### src/rtl/hazard_stall_ctrl_if.sv
`default_nettype none
// ============================================================================
// Module      : hazard_stall_ctrl_if
// Description : Pipeline-side bundle for the load-use hazard stall controller.
// Revision    : 1.0 - initial release
// ============================================================================
interface hazard_stall_ctrl_if #(
    parameter int NUM_SRC = 2,
    parameter int CNT_W   = 16
);
    logic                   ID_EX_MemRead_i;
    logic [4:0]             ID_EX_RDaddr_i;
    logic [5*NUM_SRC-1:0]   IF_ID_RSaddr_i;
    logic [NUM_SRC-1:0]     IF_ID_RSuse_i;
    logic                   Flush_i;
    logic                   CntClr_i;
    logic                   PCWrite_o;
    logic                   IF_ID_Write_o;
    logic                   ID_Flush_lwstall_o;
    logic [CNT_W-1:0]       StallCnt_o;

    modport master (
        output ID_EX_MemRead_i, ID_EX_RDaddr_i, IF_ID_RSaddr_i, IF_ID_RSuse_i,
               Flush_i, CntClr_i,
        input  PCWrite_o, IF_ID_Write_o, ID_Flush_lwstall_o, StallCnt_o
    );

    modport slave (
        input  ID_EX_MemRead_i, ID_EX_RDaddr_i, IF_ID_RSaddr_i, IF_ID_RSuse_i,
               Flush_i, CntClr_i,
        output PCWrite_o, IF_ID_Write_o, ID_Flush_lwstall_o, StallCnt_o
    );
endinterface
`default_nettype wire

### src/rtl/hazard_stall_ctrl.sv
`default_nettype none
// ============================================================================
// Module      : hazard_stall_ctrl
// Description : Load-use hazard detection with a multi-cycle load tracker and
//               a saturating stall-cycle counter.
// Revision    : 1.0 - initial release
// ============================================================================
module hazard_stall_ctrl #(
    parameter int LOAD_LAT = 2,
    parameter int NUM_SRC  = 2,
    parameter int CNT_W    = 16
) (
    input  wire logic         clk_i,
    input  wire logic         rst_i,
    hazard_stall_ctrl_if.slave bus
);

    localparam logic [CNT_W-1:0] c_cnt_max = {CNT_W{1'b1}};
    localparam logic [CNT_W-1:0] c_cnt_one = {{(CNT_W-1){1'b0}}, 1'b1};

    logic                    w_ex_vld;
    logic [LOAD_LAT-1:0]     w_stg_vld;
    logic [5*LOAD_LAT-1:0]   w_stg_rd;
    logic [NUM_SRC-1:0]      w_hit;
    logic                    w_hazard;
    logic [CNT_W-1:0]        r_cnt;

    // A load to x0 produces nothing worth waiting for.
    assign w_ex_vld = bus.ID_EX_MemRead_i && (bus.ID_EX_RDaddr_i != 5'd0);

    generate
        if (LOAD_LAT > 1) begin : g_tracker
            logic [LOAD_LAT-1:1]   r_trk_vld;
            logic [5*LOAD_LAT-1:5] r_trk_rd;

            // Shifts every edge regardless of stall: the bubble is what moves the load along.
            always_ff @(posedge clk_i or negedge rst_i) begin
                if (!rst_i) begin
                    r_trk_vld <= '0;
                    r_trk_rd  <= '0;
                end else begin
                    r_trk_vld <= w_stg_vld[LOAD_LAT-2:0];
                    r_trk_rd  <= w_stg_rd[5*LOAD_LAT-6:0];
                end
            end

            assign w_stg_vld = {r_trk_vld, w_ex_vld};
            assign w_stg_rd  = {r_trk_rd, bus.ID_EX_RDaddr_i};
        end else begin : g_no_tracker
            assign w_stg_vld = w_ex_vld;
            assign w_stg_rd  = bus.ID_EX_RDaddr_i;
        end
    endgenerate

    always_comb begin
        w_hit = '0;
        for (int k = 0; k < NUM_SRC; k++) begin
            for (int j = 0; j < LOAD_LAT; j++) begin
                if (bus.IF_ID_RSuse_i[k] &&
                    (bus.IF_ID_RSaddr_i[5*k +: 5] != 5'd0) &&
                    w_stg_vld[j] &&
                    (w_stg_rd[5*j +: 5] == bus.IF_ID_RSaddr_i[5*k +: 5])) begin
                    w_hit[k] = 1'b1;
                end
            end
        end
    end

    // Gating with rst_i keeps the pipeline free-running while reset is held.
    assign w_hazard = rst_i && (|w_hit) && !bus.Flush_i;

    assign bus.PCWrite_o          = !w_hazard;
    assign bus.IF_ID_Write_o      = !w_hazard;
    assign bus.ID_Flush_lwstall_o = w_hazard;

    always_ff @(posedge clk_i or negedge rst_i) begin
        if (!rst_i) begin
            r_cnt <= '0;
        end else if (bus.CntClr_i) begin
            r_cnt <= '0;
        end else if (w_hazard && (r_cnt != c_cnt_max)) begin
            r_cnt <= r_cnt + c_cnt_one;
        end
    end

    assign bus.StallCnt_o = r_cnt;

endmodule
`default_nettype wire
### src/flat_wrapper.sv
// flat-port wrapper written by rule: the top's interface ports become plain ports
module hazard_stall_ctrl_flat 
#(
    parameter int LOAD_LAT = 2,
    parameter int NUM_SRC  = 2,
    parameter int CNT_W    = 16
)
  (clk_i, rst_i, bus_ID_EX_MemRead_i, bus_ID_EX_RDaddr_i, bus_IF_ID_RSaddr_i, bus_IF_ID_RSuse_i, bus_Flush_i, bus_CntClr_i, bus_PCWrite_o, bus_IF_ID_Write_o, bus_ID_Flush_lwstall_o, bus_StallCnt_o);
  hazard_stall_ctrl_if #(.NUM_SRC(NUM_SRC), .CNT_W(CNT_W)) bus_i ();
  input  wire logic clk_i;
  input  wire logic rst_i;
  input wire logic [$bits(bus_i.ID_EX_MemRead_i)-1:0] bus_ID_EX_MemRead_i;
  input wire logic [$bits(bus_i.ID_EX_RDaddr_i)-1:0] bus_ID_EX_RDaddr_i;
  input wire logic [$bits(bus_i.IF_ID_RSaddr_i)-1:0] bus_IF_ID_RSaddr_i;
  input wire logic [$bits(bus_i.IF_ID_RSuse_i)-1:0] bus_IF_ID_RSuse_i;
  input wire logic [$bits(bus_i.Flush_i)-1:0] bus_Flush_i;
  input wire logic [$bits(bus_i.CntClr_i)-1:0] bus_CntClr_i;
  output wire logic [$bits(bus_i.PCWrite_o)-1:0] bus_PCWrite_o;
  output wire logic [$bits(bus_i.IF_ID_Write_o)-1:0] bus_IF_ID_Write_o;
  output wire logic [$bits(bus_i.ID_Flush_lwstall_o)-1:0] bus_ID_Flush_lwstall_o;
  output wire logic [$bits(bus_i.StallCnt_o)-1:0] bus_StallCnt_o;
  assign bus_i.ID_EX_MemRead_i = bus_ID_EX_MemRead_i;
  assign bus_i.ID_EX_RDaddr_i = bus_ID_EX_RDaddr_i;
  assign bus_i.IF_ID_RSaddr_i = bus_IF_ID_RSaddr_i;
  assign bus_i.IF_ID_RSuse_i = bus_IF_ID_RSuse_i;
  assign bus_i.Flush_i = bus_Flush_i;
  assign bus_i.CntClr_i = bus_CntClr_i;
  assign bus_PCWrite_o = bus_i.PCWrite_o;
  assign bus_IF_ID_Write_o = bus_i.IF_ID_Write_o;
  assign bus_ID_Flush_lwstall_o = bus_i.ID_Flush_lwstall_o;
  assign bus_StallCnt_o = bus_i.StallCnt_o;
  hazard_stall_ctrl #(.LOAD_LAT(LOAD_LAT), .NUM_SRC(NUM_SRC), .CNT_W(CNT_W)) u_core (.clk_i(clk_i), .rst_i(rst_i), .bus(bus_i));
endmodule
### config.mk
export PLATFORM = sky130hd
export DESIGN_NAME = hazard_stall_ctrl_flat
export DESIGN_NICKNAME = d
export VERILOG_FILES = /design/src/rtl/hazard_stall_ctrl_if.sv /design/src/rtl/hazard_stall_ctrl.sv /design/src/flat_wrapper.sv
export SDC_FILE = /design/constraint.sdc
export NUM_CORES = 1
export LEC_CHECK = 0
export CORE_UTILIZATION = 39
export CTS_BUF_LIST = sky130_fd_sc_hd__clkbuf_8
export DETAILED_ROUTE_END_ITERATION = 16
export PLACE_DENSITY = 0.78
export REMOVE_ABC_BUFFERS = 1
export SYNTH_ARGS = -nofsm -noshare
export SYNTH_HDL_FRONTEND = slang
export SYNTH_SLANG_ARGS = --single-unit
### constraint.sdc
create_clock -name clk_i -period 2.2 [get_ports clk_i]
set_input_delay 0.22 -clock clk_i [delete_from_list [all_inputs] [get_ports clk_i]]
set_output_delay 0.22 -clock clk_i [all_outputs]
set_load 0.02 [all_outputs]
* After elaboration in Yosys (flattened, before gate mapping)
Index checks and enable logic that the tools add are counted.
Word-level totals: memories kept 0, input port bits 22, RAM bits 0, latch bits 0, output and inout port bits 19, bits in read-only memories 0, logic and storage cells 36, bits in registers 22
Cells by class: multipliers 0, mux-type cells 6, reductions and logical operators 21, bitwise operators 0, shift-type cells 0, divide/modulo/power cells 0, add/sub/neg operators 1, magnitude comparators 0, equal/unequal tests 5
Operators with widths (number):
- 16-bit 2-to-1 mux | 2
- 5-bit == test | 4
- 16-bit by 1-bit adder with 16-bit output, second input constant | 1
- 16-bit != test, second input constant | 1
- 5-bit nonzero test | 3
- 1-bit logical AND | 14
- 1-bit 2-to-1 mux | 4
- 1-bit logical NOT | 2
- 2-bit nonzero test | 1
- 2-bit OR reduction | 1

* Depth between registers and ports, before layout
word-level depth 12, gate-level depth with buffers 9, depth with buffers taken out 7

* Worst setup path after synthesis
OpenSTA, ideal clock, no wires.
kind input port to output port, start point input port bus_IF_ID_RSaddr_i[5], end point output port bus_PCWrite_o, path slack 0.118 ns, arrival 1.862 ns, path buffers 2, cell stages on the path 8, cells stage by stage or4_1 -> o21ai_2 -> nor2_1 -> a31oi_2 -> and2_4 -> buf_8 -> nand2b_1 -> buf_4
Between the ends: cells in the longest elaborated chain, start to end 10
Ends and longest elaborated chain:
- start: declaration | RTL line flat_wrapper.sv:14 | input wire logic [$bits(bus_i.IF_ID_RSaddr_i)-1:0] bus_IF_ID_RSaddr_i;
- 5-bit nonzero test | RTL line hazard_stall_ctrl.sv:60 | (bus.IF_ID_RSaddr_i[5*k +: 5] != 5'd0) &&
- 1-bit logical AND | RTL line hazard_stall_ctrl.sv:59 | if (bus.IF_ID_RSuse_i[k] &&
- 1-bit logical AND | RTL line hazard_stall_ctrl.sv:60
- 1-bit logical AND | RTL line hazard_stall_ctrl.sv:61 | w_stg_vld[j] &&
- 1-bit 2-to-1 mux | RTL line hazard_stall_ctrl.sv:59
- 1-bit 2-to-1 mux * | RTL line hazard_stall_ctrl.sv:59
- 2-bit OR reduction * | RTL line hazard_stall_ctrl.sv:70 | assign w_hazard = rst_i && (|w_hit) && !bus.Flush_i;
- 1-bit logical AND * (2 in series) | RTL line hazard_stall_ctrl.sv:70
- 1-bit logical NOT *
- end: declaration | RTL line flat_wrapper.sv:18 | output wire logic [$bits(bus_i.PCWrite_o)-1:0] bus_PCWrite_o;
Every way passes the cells marked *; elsewhere a longest branch is shown, timed or not.

* Final worst setup path
start point input port bus_IF_ID_RSaddr_i[8], end point output port bus_ID_Flush_lwstall_o
Between the ends: cells in the longest elaborated chain, start to end 9
Ends and longest elaborated chain:
- 5-bit nonzero test | RTL line hazard_stall_ctrl.sv:60
- 1-bit logical AND | RTL line hazard_stall_ctrl.sv:59
- 1-bit logical AND | RTL line hazard_stall_ctrl.sv:60
- 1-bit logical AND | RTL line hazard_stall_ctrl.sv:61
- 1-bit 2-to-1 mux | RTL line hazard_stall_ctrl.sv:59
- 1-bit 2-to-1 mux * | RTL line hazard_stall_ctrl.sv:59
- 2-bit OR reduction * | RTL line hazard_stall_ctrl.sv:70
- 1-bit logical AND * (2 in series) | RTL line hazard_stall_ctrl.sv:70
- end: declaration | RTL line flat_wrapper.sv:20 | output wire logic [$bits(bus_i.ID_Flush_lwstall_o)-1:0] bus_ID_Flush_lwstall_o;
Marks and branches as above.

==> run summary <==
Max H-tree Level - 1
Worst R2R Start - u_core.g_tracker.r_trk_rd[6]
reg2reg end - u_core.bus.StallCnt_o[15]
Num CTS Buffers - 3
combinational family with the most area after synthesis - simple AND/OR/NAND/NOR gates
drt drc - 0
die height - 62.5 µm
Final Critical Period - 2.18 ns
CTS max path bufs - 2
pin count of the biggest net entering global routing - 29
clk_lat worst skew - 0.26 ns
post-synthesis adder-cell area fraction - 0.00876
PD cells - 401 nW/µm²
CP Launch Type - input port
async set-reset flop share out of synthesis - 1.00
leading area contributor after synthesis - dfrtp_1
top cell type's share of synthesized area - 0.385
DP Area - 2000 µm²
top cells by area, synth - dfrtp_1 (39%), xnor2_1 (11%), or4_1 (7.9%), o31ai_1 (6.3%), a21oi_1 (4.9%)
first-pass GRT wire length - 6.51 mm
initial antenna violation count - 0
top_reg_cell synth - dfrtp_1
Critical Path Sink - bus_ID_Flush_lwstall_o
Sinks on Clock Net - 22
Mapped Area - 1430 µm²
Max Freq - 458 MHz
Post-Syn Instances - 154
CP cell instances - clkdlybuf4s15_1, or4_4, o21ai_4, nor2_2, a31oi_2, and2_4, nand2b_4, inv_1, buf_4
Antenna Violating Nets Remaining - 0
post-DR wirelength/cell - 15.6 µm
width of the die - 62.5 µm
CP bufs+invs - 3
diode count - 0
aggregate global-route resource usage - 0.210
Top Ports - 41
number of synthesized register bits - 22
DRT Pass-1 Iters - 4
status - complete, no violations
Leakage - 0.896 nW
Final Hold Fails - 0
CP delay by family, top - simple AND/OR/NAND/NOR gates
Die ar. - 3910 µm²
DR iter-0 viols - 60
slew margin rel. - 0.716
setup TNS - 0 ns
CTS Hold Bufs - 0
CP Class - input port to primary output
simple-gate share of the synthesized area - 0.262
Pins Over Slew Limit - 0
Starting Density - 0.418
CTS tree - yes
measured slew at the worst slew-check pin - 0.424 ns
total power - 0.000910 W
global route total overflow - 0
P&R area growth vs syn - 58.8%
reg2reg setup slack - 0.07 ns
Layout Skew - 0.00194 ns
worst reg-to-reg path cell count - 8
multiplexer area fraction after synthesis - 0.00701
Clock transition at path regs - 0.07 ns
CP max stage cell - or4_4
Root Buffer - clkbuf_8
fin worst setup slack - 0.0154 ns
Post-synth EDFFs - 0
layout cells sized above 1 - 0.317
vias per cell - 5.43
crit path DAT - 1.96 ns
Critical Path RT - 1.98 ns
CP max stage delay - 0.54 ns
crit path capture type - primary output
Syn Area/Cell - 9.28 µm²
Std-Cell Rows - 21
Worst Setup SP - bus_IF_ID_RSaddr_i[8]
unique cell type count in the Yosys netlist - 33
Nets - 245
# port buffers - 40
total wire length - 4.17 mm
xor-xnor portion of the synthesized cell area - 0.123
Compound-Gate Fraction of Synth Area - 0.151
Ys Warns - 0
Vias - 1449
dpl ws - -0.638 ns
core area - 3420 µm²
DPL Wire Length - 2.85 mm
Hold/Removal Path Class - input port to register
fin area - 2270 µm²
Final Setup Violations - 0
layout filler cell count - 257
period utilization - 0.993
placer congestion estimate - 0.818
Seq/Total Area, Yosys - 0.385
CP max FO - 3
Peak VDD IR - 0.303 mV
total stage count of the critical path - 9
number of global-route vias before repair - 1420
number of max-cap violations - 0
-- placed cells by master, fill, tap and decap left out, drive strengths merged, types with 2 or more instances in the layout --
cell type / count
a21oi: 15
and2: 3
and3: 3
buf: 34
clkbuf: 8
clkdlybuf4s15: 3
clkdlybuf4s50: 23
dfrtp: 22
dlygate4sd2: 7
inv: 5
nand2: 7
nand2b: 6
nand3: 10
nand4: 4
nor2: 6
nor3: 4
nor4: 2
o21ai: 4
o31ai: 12
or3: 2
or4: 15
xnor2: 18
xor2: 2
-- registers in the layout (all words and copies together), names as in the netlist --
register                    flops
u_core.g_tracker.r_trk_vld      1
u_core.bus.StallCnt_o          16
u_core.g_tracker.r_trk_rd       5
-- per-layer routing --
layer | track usage | part of all wire
met1 | 0.263 | 0.44
met3 | 0.0456 | 0.028
met4 | 0.0465 | 0.0055
met2 | 0.365 | 0.52
met5 | 0 | 0
-- stage by stage --
stage                util  hold WS [ns]  instances
global route        0.664         0.201        267
floorplan               -       -0.0756        146
CTS                 0.630         0.330        266
detailed placement  0.584         0.563        256
global placement    0.584         0.559        256
finish              0.664         0.209        267
-- power breakdown --
part,internal (W),switching [W]
Combinational,0.000108,0.0000977
Sequential,0.000410,0.00000614
Clock,0.000160,0.000129
Total,0.000677,0.000233
-- timing repair --
action / 4_1_cts / 5_1_grt
pin swaps: 15 / 18
buffers inserted: 6 / 1
endpoints found under the setup margin: 17 / 8
resized for setup: 43 / 31
-- Yosys cell counts (3+ instances only) --
cell type	count
inv_1	5
nand4_1	4
a21oi_1	14
nand2_1	7
xnor2_1	18
and3_1	3
nand2b_1	6
or4_1	15
dfrtp_1	22
nor2_1	6
nand3_1	10
nor3_1	4
o31ai_1	12
-- how the worst min path moves through the flow --
stage / from / endpoint / slack, ns / depth (start not counted)
3_5_place_dp: u_core.bus.StallCnt_o[7] / u_core.bus.StallCnt_o[7] / 0.56 / 2
6_report: bus_ID_EX_RDaddr_i[0] / u_core.g_tracker.r_trk_rd[5] / 0.21 / 2
4_1_cts: rst_i / u_core.bus.StallCnt_o[3] / 0.33 / 2
2_1_floorplan: rst_i / u_core.bus.StallCnt_o[0] / -0.08 / 0
5_1_grt: bus_ID_EX_RDaddr_i[0] / u_core.g_tracker.r_trk_rd[5] / 0.20 / 2
3_3_place_gp: u_core.bus.StallCnt_o[7] / u_core.bus.StallCnt_o[7] / 0.56 / 2
-- cell families (layout without fill, tap and decap cells) --
| logic type | after synthesis | after routing |
|---|---|---|
| compound gates | 33 | 33 |
| fa+ha+maj | 1 | 1 |
| buf+inv | 13 | 80 |
| flops | 22 | 22 |
| mux | 1 | 1 |
| xor+xnor | 20 | 20 |
| simple gates | 64 | 64 |
-- cell type report --
type,count,area [µm²],share of cell area
Sequential cell,22,551,0.243
Tap cell,46,57.6,0.0254
Timing Repair Buffer,71,618,0.272
Multi-Input combinational cell,119,968,0.427
Clock buffer,4,55.1,0.0243
Inverter,5,18.8,0.00827
Note: power is estimated with default switching activity, not from simulation.
==> RTL edit 1 (same settings) <==
Reset style: synchronous (`rst_i`), changed in 2 clocked blocks.
--- a/src/rtl/hazard_stall_ctrl.sv
+++ b/src/rtl/hazard_stall_ctrl.sv
@@ -34,7 +34,7 @@
             logic [5*LOAD_LAT-1:5] r_trk_rd;
 
             // Shifts every edge regardless of stall: the bubble is what moves the load along.
-            always_ff @(posedge clk_i or negedge rst_i) begin
+            always_ff @(posedge clk_i) begin
                 if (!rst_i) begin
                     r_trk_vld <= '0;
                     r_trk_rd  <= '0;
@@ -73,7 +73,7 @@
     assign bus.IF_ID_Write_o      = !w_hazard;
     assign bus.ID_Flush_lwstall_o = w_hazard;
 
-    always_ff @(posedge clk_i or negedge rst_i) begin
+    always_ff @(posedge clk_i) begin
         if (!rst_i) begin
             r_cnt <= '0;
         end else if (bus.CntClr_i) begin
Behaviour: differs if rst_i is asserted again (counterexample within 4 cycles, from zero or initial values and one cycle with rst_i low); with rst_i held inactive, the same outputs for 10 cycles.
==> RTL edit 1 against the original RTL <==
  * Combinational power fell by 21%
  * Critical path type unchanged
  * First-iteration DRC count decreased by 3.3%
  * Utilization down 2.3 points
  * Worst hold slack better by 0.025 ns
  * Setup slack improved by 0.030 ns
  * Largest cell class unchanged
  * Sequential cell count stayed put
  * Routed wire length shrank 7.6%
  * Total power fell by 4.9%
  * Synthesized area decreased by 7.6%
  * Critical path depth unchanged
  * Cell area down 12%
==> RTL edit 1: results <==
set metrics [dict create \
    status "completed" \
    powerComb_uw 161 \
    relSlewSlack_pct 67.1 \
    layout.nets 237 \
    drt_iter0_drc 58 \
    clkPwrFrac_pct 34.1 \
    seq_area_um2 440 \
    fin_skew_ns 0.00286 \
    synthMuxAreaShare_pct 0.758 \
    met3_usage_pct 5.63 \
    track_usage_pct 22.5 \
    yosysSeqAreaShare_pct 33.4 \
    synth_common_cells "dfxtp_1 (22), xnor2_1 (20), nand2_1 (15)" \
    leakage_nw 0.704 \
    grt_max_degree 31 \
    synth_fa_ha_area_share_pct 0.948 \
    gp_congestion 0.865 \
    crit_start "bus_ID_EX_RDaddr_i[4]" \
    dpl_cell_area_mm2 0.00187 \
    vias 1424 \
    internal-power_uw 645 \
    synth_compound_area_share_pct 17.0 \
    crit_fanout 4 \
    synth_cell_type_count 35 \
    wire_per_inst_um 15.0 \
    slowest_delay_ns 0.46 \
    use_met1_pct 25.3 \
    grt_pass1_wl_um 6000 \
    grt_use_met2_pct 39.7 \
    layout-drive-gt1-share_pct 24.9 \
]
## RTL edit 1: per-stage QoR
stage                     cells  power (mW)   TNS, ns  worst slack [ns]  hold slack (ns)
final                       257       0.865         0            0.0457            0.234
after global routing        257       0.900  -0.00673          -0.00673            0.230
after CTS                   255       0.868         0           0.00515            0.386
after detailed placement    250       0.566     -8.28            -0.746            0.507
after global placement      250       0.562     -6.47            -0.630            0.486
after floorplan             148       0.476     -9.44            -0.911            0.342
## RTL edit 1: final timing paths
| path | slack [ns] | to | depth (start not counted) |
|---|---|---|---|
| min reg2reg | 0.52 | u_core.bus.StallCnt_o[14] | 2 |
| max | 0.05 | bus_ID_Flush_lwstall_o | 9 |
| max reg2reg | 0.14 | u_core.bus.StallCnt_o[13] | 7 |
| min | 0.23 | u_core.g_tracker.r_trk_rd[5] | 2 |
## RTL edit 1: logic make-up after synthesis
| kind of cell | after synthesis |
|---|---|
| AO/OA/AOI/OAI | 34 |
| multiplexers | 1 |
| flip-flops | 22 |
| buffers and inverters | 10 |
| XOR/XNOR | 20 |
| adder cells (fa/ha/maj) | 1 |
| AND/OR/NAND/NOR | 68 |
## RTL edit 1: repair_timing
action                                 CTS  global route
pin swaps                               11             9
buffers inserted                         1             2
resized for setup                       45            20
endpoints found under the hold margin    0             0
setup endpoints to repair               19             4
## RTL edit 1: layout make-up
| cell class | instances | area share [%] |
|---|---|---|
| Sequential cell | 22 | 22.0 |
| Timing Repair Buffer | 61 | 25.5 |
| Tap cell | 44 | 2.75 |
| Multi-Input combinational cell | 124 | 46.7 |
| Inverter | 2 | 0.375 |
| Clock buffer | 4 | 2.75 |
==> RTL edit 2 (same flow settings) <==
Without the edit above. `CNT_W` is set to 16 in 3 places; all go to 32.
--- a/src/rtl/hazard_stall_ctrl_if.sv
+++ b/src/rtl/hazard_stall_ctrl_if.sv
@@ -6,7 +6,7 @@
 // ============================================================================
 interface hazard_stall_ctrl_if #(
     parameter int NUM_SRC = 2,
-    parameter int CNT_W   = 16
+    parameter int CNT_W   = 32
 );
     logic                   ID_EX_MemRead_i;
     logic [4:0]             ID_EX_RDaddr_i;
--- a/src/rtl/hazard_stall_ctrl.sv
+++ b/src/rtl/hazard_stall_ctrl.sv
@@ -8,7 +8,7 @@
 module hazard_stall_ctrl #(
     parameter int LOAD_LAT = 2,
     parameter int NUM_SRC  = 2,
-    parameter int CNT_W    = 16
+    parameter int CNT_W    = 32
 ) (
     input  wire logic         clk_i,
     input  wire logic         rst_i,
--- a/src/flat_wrapper.sv
+++ b/src/flat_wrapper.sv
@@ -3,7 +3,7 @@
 #(
     parameter int LOAD_LAT = 2,
     parameter int NUM_SRC  = 2,
-    parameter int CNT_W    = 16
+    parameter int CNT_W    = 32
 )
   (clk_i, rst_i, bus_ID_EX_MemRead_i, bus_ID_EX_RDaddr_i, bus_IF_ID_RSaddr_i, bus_IF_ID_RSuse_i, bus_Flush_i, bus_CntClr_i, bus_PCWrite_o, bus_IF_ID_Write_o, bus_ID_Flush_lwstall_o, bus_StallCnt_o);
   hazard_stall_ctrl_if #(.NUM_SRC(NUM_SRC), .CNT_W(CNT_W)) bus_i ();
Ports: changed (resized bus_StallCnt_o); port bits go from 41 to 57. No check against the original RTL was run, so the function may have changed too.
==> RTL edit 2 against the original RTL <==
  * Non-clock buffer count increased by 44
  * Worst hold slack got worse by 0.16 ns
  * Utilization increased by 0.95 points
  * Setup slack got worse by 0.027 ns
  * Routed wire length increased by 83%
  * Critical path depth decreased by 1
  * Sequential power increased by 70%
  * Total power increased by 52%
  * First-iteration DRC count increased to 3.5 times the old value
  * Register-to-register slack got worse by 0.08 ns
  * Sequential cell count increased by 16
  * Cell area increased by 66%
  * Synthesized area increased by 60%
  * The run now ends with negative setup slack left
==> RTL edit 2: results <==
set metrics [dict create \
    slowest_delay_ns 0.42 \
    setup_viol 4 \
    finalWorstSetupSlack_ns -0.0115 \
    r2r-end "u_core.bus.StallCnt_o[10]" \
    drt_iter0_drc 212 \
    layout-drive-gt1-share_pct 36.4 \
    cts_buffers 5 \
    yosysSeqAreaShare_pct 41.6 \
    insertion_delay_ns 0.30 \
    crit_family "simple AND/OR/NAND/NOR gates" \
    drt_wl_total_um 7630 \
    worst-endpoint-arrival_ns 2.40 \
    antenna_cells 0 \
    leakage_nw 1.51 \
    yosys_most_used_dff "dfrtp_1" \
    fillCellCount 421 \
    largest_reg_flops 32 \
    vdd_ir_drop_max_v 0.000288 \
    power.switching_uw 347 \
    grt_pass1_wl_um 11500 \
    cp-start-kind "flop" \
    relSlewSlack_pct 67.7 \
    hpwl_um 4680 \
    numPlacedInstances 420 \
    synth_cell_type_count 39 \
    clkSlewWorstSetupHoldPaths_ns 0.08 \
    htreeDepth 2 \
    layout.nets 385 \
    cap_violations 0 \
    fin_skew_ns 0.0114 \
    grt_max_degree 39 \
    final_cells 435 \
    vias 2486 \
    grt_pass1_vias 2422 \
    track_usage_pct 24.2 \
    status "finished, violations left" \
    gp_congestion 0.867 \
    ys_async_sr_fraction_pct 100 \
    place_ws_ns -0.806 \
    crit_fanout 6 \
    min_path_type "input pin to asynchronous set/reset pin" \
    port_buffers 56 \
    holdWs_ns 0.0444 \
    synth.avg_cell_area_um2 8.89 \
    cpMaxStageDelayCell "dfrtp_1" \
    synth_area_leaders "dfrtp_1 (42%), xnor2_1 (6.1%), or3_1 (5.2%)" \
    synth_common_cells "dfrtp_1 (38), a21oi_1 (21), o21ai_0 (19), or3_1 (19), nand3_1 (17)" \
    violations "negative setup slack" \
]
[RTL edit 2: cell count changes in the layout (fill, tap and decap cells not counted), moves of 12 or more]
| cell | before | now |
|---|---|---|
| or3_1 | 2 | 17 |
| buf_4 | 25 | 50 |
| clkdlybuf4s50_1 | 23 | 35 |
| o21ai_0 | 0 | 19 |
| dfrtp_1 | 22 | 38 |
[RTL edit 2: layout make-up]
cell class / count / area share, %
inverters: 6 / 0.600
repair buffers: 115 / 28.5
clock inverters: 2 / 0.233
flip-flops and latches: 38 / 25.3
multi-input cells: 196 / 40.8
well taps: 72 / 2.40
clock buffers: 6 / 2.20
[RTL edit 2: worst max path at each step]
| stage | startpoint | endpoint | slack (ns) | cells after the start |
|---|---|---|---|---|
| 3_5_place_dp | bus_IF_ID_RSaddr_i[9] | u_core.bus.StallCnt_o[26] | -0.81 | 9 |
| 5_1_grt | u_core.g_tracker.r_trk_rd[7] | u_core.bus.StallCnt_o[29] | -0.07 | 9 |
| 3_3_place_gp | bus_IF_ID_RSaddr_i[8] | u_core.bus.StallCnt_o[26] | -0.73 | 9 |
| 4_1_cts | bus_IF_ID_RSaddr_i[0] | u_core.bus.StallCnt_o[22] | 0.003 | 10 |
| 6_report | u_core.g_tracker.r_trk_rd[6] | u_core.bus.StallCnt_o[10] | -0.01 | 8 |
| 2_1_floorplan | bus_IF_ID_RSaddr_i[0] | u_core.bus.StallCnt_o[10] | -1.54 | 7 |
[RTL edit 2: stage by stage]
stage	setup TNS [ns]	area, um2
2_1_floorplan	-49.46	2210
3_3_place_gp	-21.33	3280
3_5_place_dp	-23.00	3280
4_1_cts	0	3570
5_1_grt	-1.19	3750
6_report	-0.0309	3750
[RTL edit 2: power by group through the flow]
stage	clock network [mW]	registers, mW	logic, mW
finish	0.500	0.709	0.176
detailed placement	0	0.723	0.158
global route	0.530	0.710	0.190
global placement	0	0.722	0.155
CTS	0.506	0.709	0.162
floorplan	0	0.722	0.0448
[RTL edit 2: cells by family (layout without fill, tap and decap cells)]
group	Yosys count	in the layout	share of synthesized area, %
AND/OR/NAND/NOR	113	113	28.1
AO/OA/AOI/OAI	55	55	14.1
flip-flops	38	38	41.6
buffers and inverters	23	129	4.49
XOR/XNOR	20	20	7.66
multiplexers	7	7	3.45
adder cells (fa/ha/maj)	1	1	0.547
[RTL edit 2: routing by layer]
layer	track usage, %	vias to the layer above	share of wire [%]
met2	40.4	86	52
met4	10.6	0	1.0
met1	29.8	1229	42
li1	-	1162	-
met3	5.12	9	4.9
met5	0	-	0
[RTL edit 2: timing repair]
action / 4_1_cts / 5_1_grt
pin swaps: 20 / 17
setup endpoints to repair: 35 / 35
gates cloned: 2 / 3
hold endpoints to repair: 0 / 0
buffers inserted: 2 / 0
gates resized for setup: 109 / 27
